## src/rtl/jb_dl_dfe_cfg_seq.sv

```systemverilog
// Table-driven AXI4-Lite register write sequencer for DFE configuration.
// Optional readback verification of every write: define JB_DL_DFE_CFG_SEQ_READBACK_EN.
module jb_dl_dfe_cfg_seq #(
  parameter int AXI_ADDR_WIDTH = 13,
  parameter int AXI_DATA_WIDTH = 32,
  parameter int TBL_DEPTH      = 16,
  parameter int TIMEOUT_CYC    = 256
) (
  input  logic                          clk,
  input  logic                          srst_n,
  input  logic                          tbl_we,
  input  logic [$clog2(TBL_DEPTH)-1:0]  tbl_idx,
  input  logic [AXI_ADDR_WIDTH-1:0]     tbl_addr,
  input  logic [AXI_DATA_WIDTH-1:0]     tbl_data,
  input  logic [$clog2(TBL_DEPTH):0]    num_entries,
  input  logic                          start,
  input  logic                          abort,
  output logic                          busy,
  output logic                          done,
  output logic                          error,
  output logic [$clog2(TBL_DEPTH)-1:0]  err_idx,
  output logic [AXI_ADDR_WIDTH-1:0]     awaddr,
  output logic                          awvalid,
  input  logic                          awready,
  output logic [AXI_DATA_WIDTH-1:0]     wdata,
  output logic [AXI_DATA_WIDTH/8-1:0]   wstrb,
  output logic                          wvalid,
  input  logic                          wready,
  input  logic [1:0]                    bresp,
  input  logic                          bvalid,
  output logic                          bready
`ifdef JB_DL_DFE_CFG_SEQ_READBACK_EN
  ,
  output logic [AXI_ADDR_WIDTH-1:0]     araddr,
  output logic                          arvalid,
  input  logic                          arready,
  input  logic [AXI_DATA_WIDTH-1:0]     rdata,
  input  logic [1:0]                    rresp,
  input  logic                          rvalid,
  output logic                          rready
`endif
);
  localparam int IW = $clog2(TBL_DEPTH);
  localparam int TW = $clog2(TIMEOUT_CYC + 1);

`ifdef JB_DL_DFE_CFG_SEQ_READBACK_EN
  typedef enum logic [2:0] {S_IDLE, S_WR, S_BRESP, S_NEXT, S_FINISH, S_RD, S_RRESP} state_t;
`else
  typedef enum logic [2:0] {S_IDLE, S_WR, S_BRESP, S_NEXT, S_FINISH} state_t;
`endif

  logic [AXI_ADDR_WIDTH-1:0] tbl_addr_q [TBL_DEPTH];
  logic [AXI_DATA_WIDTH-1:0] tbl_data_q [TBL_DEPTH];

  state_t                    state_q, state_d;
  logic [IW-1:0]             idx_q, idx_d, err_idx_q, err_idx_d;
  logic [IW:0]               num_q, num_d;
  logic [TW-1:0]             cnt_q, cnt_d;
  logic                      aw_done_q, w_done_q, error_q, error_d;
  logic [AXI_ADDR_WIDTH-1:0] cur_addr_q, cur_addr_d;
  logic [AXI_DATA_WIDTH-1:0] cur_data_q, cur_data_d;
  logic                      aw_hs, w_hs, tmo;

  // Table has no reset so contents survive srst_n.
  always_ff @(posedge clk) begin
    if (tbl_we) begin
      tbl_addr_q[tbl_idx] <= tbl_addr;
      tbl_data_q[tbl_idx] <= tbl_data;
    end
  end

  assign aw_hs = awvalid & awready;
  assign w_hs  = wvalid & wready;
  assign tmo   = (cnt_q == TW'(TIMEOUT_CYC - 1));

  always_comb begin
    state_d   = state_q;
    idx_d     = idx_q;
    num_d     = num_q;
    error_d   = error_q;
    err_idx_d = err_idx_q;
    case (state_q)
      S_IDLE: if (start) begin
        num_d = num_entries;
        idx_d = '0;
        if (num_entries != '0) begin
          error_d = 1'b0;
          state_d = S_WR;
        end else begin
          state_d = S_FINISH;
        end
      end
      S_WR: begin
        if (abort) state_d = S_FINISH;
        else if ((aw_done_q | aw_hs) && (w_done_q | w_hs)) state_d = S_BRESP;
        else if (tmo) begin error_d = 1'b1; err_idx_d = idx_q; state_d = S_FINISH; end
      end
      S_BRESP: begin
        if (abort) state_d = S_FINISH;
        else if (bvalid) begin
          if (bresp == 2'b00) begin
`ifdef JB_DL_DFE_CFG_SEQ_READBACK_EN
            state_d = S_RD;
`else
            state_d = S_NEXT;
`endif
          end else begin
            error_d = 1'b1; err_idx_d = idx_q; state_d = S_FINISH;
          end
        end else if (tmo) begin error_d = 1'b1; err_idx_d = idx_q; state_d = S_FINISH; end
      end
`ifdef JB_DL_DFE_CFG_SEQ_READBACK_EN
      S_RD: begin
        if (abort) state_d = S_FINISH;
        else if (arready) state_d = S_RRESP;
        else if (tmo) begin error_d = 1'b1; err_idx_d = idx_q; state_d = S_FINISH; end
      end
      S_RRESP: begin
        if (abort) state_d = S_FINISH;
        else if (rvalid) begin
          if (rresp == 2'b00 && rdata == cur_data_q) state_d = S_NEXT;
          else begin error_d = 1'b1; err_idx_d = idx_q; state_d = S_FINISH; end
        end else if (tmo) begin error_d = 1'b1; err_idx_d = idx_q; state_d = S_FINISH; end
      end
`endif
      S_NEXT: begin
        if (abort) state_d = S_FINISH;
        else if (({1'b0, idx_q} + 1'b1) < num_q) begin
          idx_d   = idx_q + 1'b1;
          state_d = S_WR;
        end else begin
          state_d = S_FINISH;
        end
      end
      S_FINISH: state_d = S_IDLE;
      default:  state_d = S_IDLE;
    endcase
  end

  // Snapshot the entry on WR entry so table writes never disturb an issued beat.
  always_comb begin
    cur_addr_d = cur_addr_q;
    cur_data_d = cur_data_q;
    if (state_d == S_WR && state_q != S_WR) begin
      cur_addr_d = tbl_addr_q[idx_d];
      cur_data_d = tbl_data_q[idx_d];
    end
    cnt_d = (state_d != state_q) ? '0 : cnt_q + 1'b1;
  end

  always_ff @(posedge clk) begin
    if (!srst_n) begin
      state_q    <= S_IDLE;
      idx_q      <= '0;
      num_q      <= '0;
      cnt_q      <= '0;
      aw_done_q  <= 1'b0;
      w_done_q   <= 1'b0;
      error_q    <= 1'b0;
      err_idx_q  <= '0;
      cur_addr_q <= '0;
      cur_data_q <= '0;
    end else begin
      state_q    <= state_d;
      idx_q      <= idx_d;
      num_q      <= num_d;
      cnt_q      <= cnt_d;
      aw_done_q  <= (state_q == S_WR) && (aw_done_q | aw_hs);
      w_done_q   <= (state_q == S_WR) && (w_done_q | w_hs);
      error_q    <= error_d;
      err_idx_q  <= err_idx_d;
      cur_addr_q <= cur_addr_d;
      cur_data_q <= cur_data_d;
    end
  end

  assign busy    = (state_q != S_IDLE);
  assign done    = (state_q == S_FINISH);
  assign error   = error_q;
  assign err_idx = err_idx_q;
  assign awaddr  = cur_addr_q;
  assign awvalid = (state_q == S_WR) && !aw_done_q;
  assign wdata   = cur_data_q;
  assign wstrb   = '1;
  assign wvalid  = (state_q == S_WR) && !w_done_q;
  assign bready  = (state_q == S_BRESP);
`ifdef JB_DL_DFE_CFG_SEQ_READBACK_EN
  assign araddr  = cur_addr_q;
  assign arvalid = (state_q == S_RD);
  assign rready  = (state_q == S_RRESP);
`endif
endmodule
```

## config.mk

```make
export PLATFORM = sky130hd
export DESIGN_NAME = jb_dl_dfe_cfg_seq
export DESIGN_NICKNAME = d
export VERILOG_FILES = /design/src/rtl/jb_dl_dfe_cfg_seq.sv
export SDC_FILE = /design/constraint.sdc
export NUM_CORES = 1
export LEC_CHECK = 0
export ABC_AREA = 1
export BUFFER_PORTS_ARGS = -buffer_cell sky130_fd_sc_hd__buf_2
export CAP_MARGIN = 20
export CELL_PAD_IN_SITES_DETAIL_PLACEMENT = 2
export CELL_PAD_IN_SITES_GLOBAL_PLACEMENT = 2
export CORE_ASPECT_RATIO = 1.4
export CORE_UTILIZATION = 45
export CTS_BUF_LIST = sky130_fd_sc_hd__clkbuf_8
export DETAILED_ROUTE_END_ITERATION = 7
export GPL_TIMING_DRIVEN = 0
export PLACE_DENSITY_LB_ADDON = 0.12
export SLEW_MARGIN = 5
export SYNTH_ARGS = -nofsm -noshare
export SYNTH_HDL_FRONTEND = slang
export SYNTH_SLANG_ARGS = --single-unit
```

## constraint.sdc

```tcl
create_clock -name clk -period 7.75 [get_ports clk]
set_input_delay 1.55 -clock clk [delete_from_list [all_inputs] [get_ports clk]]
set_output_delay 1.55 -clock clk [all_outputs]
set_load 0.005 [all_outputs]
```

==> metrics.yaml, run 1 <==
yosys:
  syn_area_per_cell_sq_um: 9.96
  netlist_instances: 3501
  top_cells_by_instance_count_after_synthesis: "sky130_fd_sc_hd__nand3_1, sky130_fd_sc_hd__inv_1, sky130_fd_sc_hd__edfxtp_1"
  yosys_register_bits: 793
  netlist.area_leader.share_pct: 62.0
  synth_seq_area_share_pct: 66.2
  netlist_area_sq_um: 34900
  dominantRegCellSynth: "sky130_fd_sc_hd__edfxtp_1"
  synth.area.top_cells: "sky130_fd_sc_hd__edfxtp_1, sky130_fd_sc_hd__nand3_1, sky130_fd_sc_hd__inv_1, sky130_fd_sc_hd__nand2_1, sky130_fd_sc_hd__dfxtp_1"
  most_frequently_used_cell_type_in_the_post_synthesis_netlist: "sky130_fd_sc_hd__nand3_1"
  yosysWarnings: 0
  synth_edf_count: 720
  synth-async-reset-ratio_pct: 0
  post-synth-top-area-cell: "sky130_fd_sc_hd__edfxtp_1"
  ys_types: 31
global_route:
  grt_pass1_wl_mm: 209
  antenna_found_initial: 4
  grt_max_degree: 27
  grt_pass1_vias: 32018
  groute.usage.overall_pct: 36.6
  globalRoute.totalOverflow: 0
route:
  via_count: 27978
  drc_errors: 0
  routed_wire_length_per_instance_um: 29.4
  drt-vias-per-instance: 5.75
  routed_wirelength_mm: 143
  postRouteAntennaNets: 0
  drt_first_pass_iters: 5
  drtIter0Drc: 2153
critical_path:
  r2r.worst_path.cells: 18
  worst_path_fanout_max: 10
  buf_inv_on_cp: 4
  r2r_start: "idx_q[0]"
  cpMaxStageDelayCell: "sky130_fd_sc_hd__buf_2"
  worstSetupPathType: "flop to flop"
  timing.reg2reg.setup_slack_ns: 3.42
  rr_endpoint: "wdata[0]"
  path_common_cell: "sky130_fd_sc_hd__nand2_1"
  critical_path.cell_chain: "ha_1 > xor2_1 > ha_1 > nand2_1 > nand2_1 > nand2_1 > nand4_4 > clkinv_1 > nand2_1 > nand2_2 > buf_2 > buf_2 > nand3_1 > nand3_1 > nand3_1 > nand3_1 > nand2_1 > inv_1"
  critPathTopFamily: "simple AND/OR/NAND/NOR gates"
  timing.critical_path.arrival_ns: 5.12
  worst_path_largest_cell_delay_ns: 0.59
  worst-endpoint-required_ns: 8.53
  end_kind: "flop"
  critPathLaunchType: "flop"
final_layout:
  drive_gt1_share_pct: 11.5
  layout.core_utilization_pct: 51.9
  layoutNonFillerInstCount: 4863
  num-fill-cells: 7852
  nets: 3851
  syn_to_final_growth_pct: 14.0
power_and_ir_drop:
  switchingPower_mw: 2.19
  p_leak_nw: 17.8
  power_per_cell_area_nw_per_um2: 223
  power_frac_clock_pct: 41.6
  power.ir.vdd_worst_v: 0.000289
  internal_cell_power_mw: 6.66
  seqPwrFrac_pct: 54.3
  switching_share_pct: 24.8
  share_comb_of_total_power_pct: 4.1
die:
  core.rowCount: 120
  floorplan.initialDensity_pct: 45.6
  die_area_sq_um: 78600
  die_width_um: 237
  num_io_pins: 123
  die_h_um: 331
  coreArea_sq_um: 76600
flow_run:
  timing.max_cap.violations: 0
clock_network:
  cts.sinks: 793
  cts.reportedPaths.clkPinSlew_ns: 0.07
  ctsHoldBuffers: 0
  clock_tree_from_tritoncts: "yes"
  clock_tree.root_cell: "sky130_fd_sc_hd__clkbuf_8"
  htreeDepth: 4
  cts_inserted_buffers: 132
  cts-root-to-sink-buffers: 3
  total_of_cells_resized_after_clock_tree_synthesis: 0
  clk-insertion-delay-late_ns: 0.84
  cts_setup_buffers: 0
sta:
  finalSetupViolations: 0
  worst_slew_margin_rel_pct: 20.5
  worst_pin_slew_ns: 1.19
  finalCriticalPeriod_ns: 4.33
  finalSetupTns_ns: 0
  drv_slew: 0
  final_min_period_over_clock_period_pct: 55.9
  grt_setup_unrepaired: "false"
  fmax_mhz: 231
  hold_violations: 0
  final.setup_skew_ns: 0.0276
hold_path:
  hold_path_depth: 2
  min_from: "error"
  min_path_type: "flop to flop"
  hold_end: "error"
place:
  dpl.cell_count: 4622
  dp_hpwl_mm: 87.8
  io_buffers: 118
  place_congestion: 0.830
run_status:
  run_status: "finished clean"
[how the worst max path moves through the flow]
stage | start | to | depth (start not counted)
after floorplan | tbl_idx[0] | tbl_addr_q[13][0] | 4
after global placement | tbl_idx[1] | tbl_data_q[8][23] | 4
after detailed placement | abort | wdata[0] | 16
after CTS | idx_q[0] | wdata[0] | 18
after global routing | idx_q[0] | awaddr[11] | 18
final | idx_q[0] | wdata[0] | 18
[logic make-up after synthesis]
group,count (synthesis),synth area share [%]
AOI/OAI and AO/OA,78,1.14
xor gates and xnor gates,6,0.151
adders and majority gates,7,0.251
buffers and inverters,1041,11.8
DFF,793,66.2
other,1,0.0108
and+or+nand+nor,1575,20.4
[placed cells by master, fill, tap and decap left out, types with 26 or more instances in the layout]
| cell type | Yosys | layout |
|---|---|---|
| sky130_fd_sc_hd__nor2_1 | 48 | 32 |
| sky130_fd_sc_hd__nand3_1 | 919 | 919 |
| sky130_fd_sc_hd__buf_2 | 84 | 202 |
| sky130_fd_sc_hd__o21ai_0 | 58 | 58 |
| sky130_fd_sc_hd__clkbuf_8 | 0 | 148 |
| sky130_fd_sc_hd__clkbuf_1 | 51 | 50 |
| sky130_fd_sc_hd__inv_1 | 846 | 896 |
| sky130_fd_sc_hd__dfxtp_1 | 73 | 73 |
| sky130_fd_sc_hd__nand2_1 | 593 | 593 |
| sky130_fd_sc_hd__edfxtp_1 | 720 | 720 |
| sky130_fd_sc_hd__clkinv_1 | 3 | 26 |
[routing by layer]
metal	global-route usage, %	vias up	share of wire [%]
met2	67.2	1148	54
li1	-	11904	-
met3	5.31	420	4.9
met1	38.8	14504	35
met5	0	-	0.0091
met4	23.8	2	6.5
[power by group through the flow]
stage	clock network [mW]	registers, mW	logic (mW)
after global routing	3.86	4.81	0.390
after global placement	0	4.89	0.304
after floorplan	0	4.89	0.140
after CTS	3.71	4.81	0.366
final	3.68	4.81	0.367
after detailed placement	0	4.89	0.350
[registers in the layout (all words and copies together), names as in the netlist]
signal / flops
state_q: 3
err_idx: 4
idx_q: 4
wdata: 32
cnt_q: 9
num_q: 5
aw_done_q: 1
tbl_data_q: 512
error: 1
tbl_addr_q: 208
w_done_q: 1
awaddr: 13
[cell type report]
class                      count  area, sq um  share of cell area (%)
antenna                        7         17.5                  0.0441
buffer                       186          921                    2.32
clock buffer                 148         2040                    5.12
clock inverter                86          397                   0.997
inverter                     855         3210                    8.07
multi-input combinational   1670         7800                    19.6
sequential                   793        23100                    58.0
tap                          976         1220                    3.07
timing repair buffer         142         1080                    2.71
[worst min-delay path: cells and delay by family, from the launching register on]
family	cells	cell delay (ns)
AO/OA/AOI/OAI	1	0.05
flip-flops	1	0.31
buffers and inverters	1	0.05
[stage by stage]
| step | total power [mW] | cell area (sq um) | setup slack (ns) | hold WS (ns) |
|---|---|---|---|---|
| 2_1_floorplan | 5.03 | 34900 | 3.65 | 0.430 |
| 6_report | 8.86 | 39800 | 3.42 | 0.445 |
| 5_1_grt | 9.06 | 39800 | 3.29 | 0.465 |
| 3_3_place_gp | 5.19 | 36700 | 1.14 | 0.436 |
| 4_1_cts | 8.88 | 39700 | 3.49 | 0.452 |
| 3_5_place_dp | 5.24 | 37300 | 3.15 | 0.443 |
(Power assumes the default switching activity.)
==> run 2, diff against run 1 <==
Settings changed: CORE_UTILIZATION 45 to 42.
Clock period 7.75 ns to 4 ns, I/O delays scaled along.
==> run 2 against run 1 <==
Cell count is 1.9% higher; global-route usage is 6.5 points lower; design area is 0.73% higher; combinational power is 85% higher; largest power group unchanged.
==> metrics.yaml, run 2 (same netlist as run 1, synthesis figures left out) <==
die:
  core.rowCount: 124  # +3.3%
  die_h_um: 343  # +3.5%
  die_width_um: 246  # +3.5%
  num_io_pins: 123  # unchanged
  coreArea_sq_um: 81900  # +7.0%
  die_area_sq_um: 84200  # +7.1%
  floorplan.initialDensity_pct: 42.6  # -3.0 points
clock_network:
  clock_tree.root_cell: "sky130_fd_sc_hd__clkbuf_8"
  cts_setup_buffers: 0  # unchanged
  cts.reportedPaths.clkPinSlew_ns: 0.07  # about the same
  clock_tree_from_tritoncts: "yes"
  clk-insertion-delay-late_ns: 0.81  # -0.03 ns
  htreeDepth: 4  # unchanged
  cts-root-to-sink-buffers: 3  # unchanged
  cts.sinks: 793  # unchanged
  cts_inserted_buffers: 133  # +0.76%
critical_path:
  timing.critical_path.arrival_ns: 4.56  # -0.56 ns
  worst_path_fanout_max: 10  # unchanged
  worst_path_largest_cell_delay_ns: 0.72  # +0.13 ns
  critPathLaunchType: "flop"
  end_kind: "flop"
  worst-endpoint-required_ns: 4.75  # -3.78 ns
  critical_path.cell_chain: "ha_1 > xor2_1 > ha_1 > nand2_1 > nor2_1 > nand2_1 > nand4_4 > nand2_1 > o21ai_2 > buf_16 > clkbuf_1 > nand3_1 > nand3_1 > nand2_1 > inv_1"
  timing.reg2reg.setup_slack_ns: 0.19  # -3.22 ns
  worstSetupPathType: "flop to flop"
  critPathTopFamily: "simple AND/OR/NAND/NOR gates"
  cpMaxStageDelayCell: "sky130_fd_sc_hd__clkbuf_1"
  buf_inv_on_cp: 3  # -1
  path_common_cell: "sky130_fd_sc_hd__nand2_1"
place:
  dp_hpwl_mm: 85.6  # -2.5%
  place_congestion: 0.837  # +0.82%
  detailed_place.area_sq_um: 37500  # +0.45%
  io_buffers: 118  # unchanged
  dpl.cell_count: 4719  # +2.1%
sta:
  worst_pin_slew_ns: 1.20  # +0.0106 ns
  drv_slew: 0  # unchanged
  finalSetupTns_ns: 0  # unchanged
  finalCriticalPeriod_ns: 3.81  # -0.526 ns
  hold-worst-slack_ns: 0.277  # -0.168 ns
  final.setup_skew_ns: 0.0319  # +0.00427 ns
  final_min_period_over_clock_period_pct: 95.2  # +39 points
  fmax_mhz: 263  # +14%
  hold_violations: 0  # unchanged
  worst_slew_margin_rel_pct: 19.8  # -0.71 points
  finalSetupViolations: 0  # unchanged
  grt_setup_unrepaired: "false"
route:
  drtIter0Drc: 1584  # -26%
  via_count: 26462  # -5.4%
  routed_wire_length_per_instance_um: 25.4  # -14%
  drt-vias-per-instance: 5.34  # -7.2%
  drt_first_pass_iters: 6  # +1
  postRouteAntennaNets: 0  # unchanged
  routed_wirelength_mm: 126  # -12%
  drc_errors: 0  # unchanged
power_and_ir_drop:
  power_per_cell_area_nw_per_um2: 426  # +91%
  p_leak_nw: 17.9  # +0.48%
  power.ir.vdd_worst_v: 0.000313  # +8.6%
final_layout:
  layout.core_utilization_pct: 48.9  # -3.0 points
  max_flop_register: "tbl_data_q"
  drive_gt1_share_pct: 11.7  # +0.25 points
  layout.cells.most_common_list: "sky130_fd_sc_hd__nand3_1, sky130_fd_sc_hd__inv_1, sky130_fd_sc_hd__edfxtp_1"
  post-route-cell-area_sq_um: 40100  # +0.73%
  nets: 3854  # +0.078%
  syn_to_final_growth_pct: 14.8
  layout_commonest_cell: "sky130_fd_sc_hd__nand3_1"
  largest_register_ff_count: 512  # unchanged
  multiInputGateArea_sq_um: 7830  # +0.35%
  layoutNonFillerInstCount: 4955  # +1.9%
  register_area_sq_um: 23100  # about the same
  num-fill-cells: 8534  # +8.7%
global_route:
  groute.usage.overall_pct: 30.2  # -6.5 points
  grt_max_degree: 28  # +3.7%
  grt_pass1_vias: 30328  # -5.3%
  globalRoute.totalOverflow: 0  # unchanged
  grt_pass1_wl_mm: 186  # -11%
  antenna_found_initial: 7  # +3
run_status:
  run_status: "finished clean"
hold_path:
  min_path_type: "input port to flop"
flow_run:
  timing.max_cap.violations: 0  # unchanged
run 2: changes by cell type in the layout (fill, tap and decap cells not counted), moves of 4 or more:
cell	before	now
sky130_fd_sc_hd__buf_4	25	30
sky130_fd_sc_hd__buf_2	202	192
sky130_fd_sc_hd__clkbuf_2	1	5
sky130_fd_sc_hd__clkbuf_4	0	5
sky130_fd_sc_hd__diode_2	7	3
sky130_fd_sc_hd__clkbuf_1	50	46
run 2: tightest hold or removal path, delay by kind of cell:
kind / cells / cell delay [ns]
AOI/OAI and AO/OA: 1 / 0.06
buffers and inverters: 1 / 0.12
and+or+nand+nor: 1 / 0.06
run 2: cell type report:
class,count,share of cell area (%)
diodes,3,0.0187
inverters,855,8.02
flip-flops and latches,793,57.6
clock buffers,150,5.15
repair buffers,144,2.81
well taps,1071,3.35
multi-input cells,1670,19.5
clock inverters,83,1.08
plain buffers,186,2.39
run 2: stage by stage:
stage	power, mW	setup slack (ns)
floorplan	9.74	0.655
detailed placement	10.1	-0.127
global placement	10.1	-1.74
CTS	17.2	0.0150
global route	17.5	0.0565
finish	17.0	0.192
run 2: final timing paths:
kind                                     start        to  depth (start not counted)
worst max-delay path                  idx_q[0]  wdata[0]                         15
worst min-delay path            num_entries[0]  num_q[0]                          3
worst max register to register        idx_q[0]  wdata[0]                         15
worst min register to register           error     error                          2
run 2: timing repair:
action,4_1_cts,5_1_grt
cloned,0,0
gates resized for setup,8,21
hold buffers,0,0
setup endpoints to repair,28,44
run 2: routing by layer:
layer  wire (um)  vias up  part of all wire, %  GRT usage (%)
li1            -    11907                    -              -
met1       46400    13531                   37           32.4
met2       68700      741                   55           56.7
met3        4890      281                  3.9           4.53
met4        5860        2                  4.7           15.4
met5           8        -               0.0064              0
run 2: power by group:
| group | internal, mW | switching [mW] | total (mW) |
|---|---|---|---|
| Sequential | 9.24 | 0.0673 | 9.30 |
| Clock | 3.66 | 3.40 | 7.06 |
| Combinational | 0.177 | 0.502 | 0.678 |
==> run 3, diff against run 2 <==
==> constraint.sdc (replaced) <==
create_clock -name clk -period 4 [get_ports clk]
set_input_delay 0.4 -clock clk [delete_from_list [all_inputs] [get_ports clk]]
set_output_delay 0.4 -clock clk [all_outputs]
set_load 0.005 [all_outputs]
==> run 3 against run 2 <==
Critical path depth stayed put; combinational power rose by 4.9%; routed wire length increased by 0.42%; total power grew 0.15%; design area up 1.1%; cell count up 0.87%; critical path type unchanged; critical endpoint unchanged; largest cell class unchanged; largest power group unchanged; highest routed layer is now met4.
==> metrics.yaml, run 3 (same netlist as run 1, synthesis figures left out) <==
global_route:
  antenna_found_initial: 7  # unchanged
  grt_pass1_wl_mm: 187  # +0.35%
  grt_max_degree: 28  # unchanged
  globalRoute.totalOverflow: 0  # unchanged
  groute.usage.overall_pct: 30.3  # +0.10 points
  grt_pass1_vias: 30481  # +0.50%
final_layout:
  syn_to_final_growth_pct: 16.1
  post-route-cell-area_sq_um: 40500  # +1.1%
  drive_gt1_share_pct: 11.6  # -0.13 points
  nets: 3897  # +1.1%
  layout_commonest_cell: "sky130_fd_sc_hd__nand3_1"
  largest_register_ff_count: 512  # unchanged
  max_flop_register: "tbl_data_q"
  layout.cells.most_common_list: "sky130_fd_sc_hd__nand3_1, sky130_fd_sc_hd__inv_1, sky130_fd_sc_hd__edfxtp_1"
critical_path:
  r2r.worst_path.cells: 15  # unchanged
  worstSetupPathType: "flop to flop"
  cpMaxStageDelayCell: "sky130_fd_sc_hd__clkbuf_1"
  r2r_start: "idx_q[0]"
  path_common_cell: "sky130_fd_sc_hd__nand2_1"
  worstSetupEndpoint: "wdata[0]"
  timing.reg2reg.setup_slack_ns: 0.18  # about the same
  worst_path_largest_cell_delay_ns: 0.73  # about the same
  timing.critical_path.arrival_ns: 4.58  # +0.02 ns
  end_kind: "flop"
  critical_path.cell_chain: "ha_1 > xor2_1 > ha_1 > nand2_1 > nor2_1 > nand2_1 > nand4_4 > nand2_1 > o21ai_2 > buf_16 > clkbuf_1 > nand3_1 > nand3_1 > nand2_1 > inv_1"
  worst_path_fanout_max: 10  # unchanged
  rr_endpoint: "wdata[0]"
  cp-startpoint: "idx_q[0]"
  critPathLaunchType: "flop"
  worst-endpoint-required_ns: 4.75  # about the same
clock_network:
  cts-root-to-sink-buffers: 3  # unchanged
  htreeDepth: 4  # unchanged
  clock_tree_from_tritoncts: "yes"
  clk-insertion-delay-late_ns: 0.81  # about the same
  cts_setup_buffers: 0  # unchanged
  cts_inserted_buffers: 133  # unchanged
  clock_tree.root_cell: "sky130_fd_sc_hd__clkbuf_8"
  cts.reportedPaths.clkPinSlew_ns: 0.07  # about the same
  cts.sinks: 793  # unchanged
die:
  die_width_um: 246  # unchanged
  coreArea_sq_um: 81900  # unchanged
  die_h_um: 343  # unchanged
  num_io_pins: 123  # unchanged
  floorplan.initialDensity_pct: 42.6  # unchanged
  core.rowCount: 124  # unchanged
  die_area_sq_um: 84200  # unchanged
place:
  io_buffers: 118  # unchanged
  place_congestion: 0.837  # unchanged
  dp_hpwl_mm: 85.6  # unchanged
  preCtsSetupSlack_ns: -0.127  # unchanged
  detailed_place.area_sq_um: 37500  # unchanged
sta:
  grt_setup_unrepaired: "false"
  final_min_period_over_clock_period_pct: 95.6  # +0.37 points
  worst_pin_slew_ns: 1.21  # +0.0134 ns
  worst_slew_margin_rel_pct: 18.9  # -0.90 points
  finalCriticalPeriod_ns: 3.82  # +0.0147 ns
  drv_slew: 0  # unchanged
  setup_slack_ns: 0.177  # -0.0147 ns
  finalSetupViolations: 0  # unchanged
  hold_violations: 0  # unchanged
  fmax_mhz: 262  # -0.38%
  final.setup_skew_ns: 0.0313  # -0.000559 ns
hold_path:
  min_from: "tbl_data[12]"
  min_path_type: "input port to flop"
route:
  drt_first_pass_iters: 5  # -1
  drc_errors: 0  # unchanged
  drtIter0Drc: 1660  # +4.8%
  postRouteAntennaNets: 0  # unchanged
  drt-vias-per-instance: 5.34  # about the same
  routed_wirelength_mm: 126  # +0.42%
  via_count: 26671  # +0.79%
  routed_wire_length_per_instance_um: 25.3  # -0.45%
power_and_ir_drop:
  seqPwrFrac_pct: 54.5  # about the same
  switchingPower_mw: 3.97  # about the same
  p_leak_nw: 18.0  # +1.0%
  internal_cell_power_mw: 13.1  # +0.21%
  power.ir.vdd_worst_v: 0.000314  # +0.27%
  switching_share_pct: 23.3  # -0.044 points
  power_per_cell_area_nw_per_um2: 422  # -0.92%
  power_frac_clock_pct: 41.3  # about the same
  share_comb_of_total_power_pct: 4.2  # +0.2 points
run_status:
  run_status: "finished clean"
flow_run:
  timing.max_cap.violations: 0  # unchanged
-- run 3: power by group through the flow --
stage	sequential [mW]	combinational (mW)	clock [mW]
final	9.30	0.711	7.06
after CTS	9.30	0.719	7.17
after global placement	9.47	0.595	0
after global routing	9.32	0.775	7.47
after floorplan	9.47	0.272	0
after detailed placement	9.48	0.675	0
-- run 3: timing repair --
action	CTS	global route
gates resized for setup	8	20
gates cloned	0	0
hold buffers	43	0
endpoints found under the setup margin	28	44
hold endpoints to repair	467	0
-- run 3: stage by stage --
step	hold slack (ns)	TNS (ns)	instances	util [%]	total power, mW
after global placement	0.435	-717.38	4693	45.0	10.1
after detailed placement	0.447	-0.925	4719	45.8	10.1
after global routing	0.0170	0	4997	49.4	17.6
after CTS	0.00136	0	4995	49.4	17.2
final	0.0400	0	4998	49.4	17.1
after floorplan	0.430	0	3504	-	9.74
-- run 3: worst max-delay path, delay by kind of cell (launching register included) --
kind / cells / cell delay (ns)
flip-flops: 1 / 0.37
AO/OA/AOI/OAI: 1 / 0.57
buffers and inverters: 3 / 1.00
XOR/XNOR: 1 / 0.16
AND/OR/NAND/NOR: 8 / 1.10
adder cells (fa/ha/maj): 2 / 0.54
-- run 3: final cells by class --
| class | count | area [sq um] |
|---|---|---|
| Fill cell | 8505 | 41400 |
| Sequential cell | 793 | 23100 |
| Multi-Input combinational cell | 1670 | 7830 |
| Inverter | 855 | 3210 |
| Clock buffer | 150 | 2060 |
| Timing Repair Buffer | 187 | 1560 |
| Tap cell | 1071 | 1340 |
| Buffer | 186 | 960 |
| Clock inverter | 83 | 433 |
| Antenna cell | 3 | 7.51 |
-- run 3: worst min-delay path by stage --
| stage | slack, ns | depth (start not counted) | end |
|---|---|---|---|
| final | 0.04 | 1 | tbl_data_q[1][12] |
| after global routing | 0.02 | 1 | tbl_data_q[1][12] |
| after CTS | 0.001 | 3 | num_q[0] |
| after detailed placement | 0.45 | 2 | error |
| after global placement | 0.43 | 2 | error |
| after floorplan | 0.43 | 1 | cnt_q[0] |
-- run 3: per-layer routing --
metal | global-route usage (%) | part of all wire, % | vias up
li1 | - | - | 11988
met1 | 32.6 | 37 | 13675
met2 | 56.8 | 55 | 726
met3 | 4.49 | 3.9 | 282
met4 | 15.6 | 4.5 | 0
met5 | 0 | 0 | -
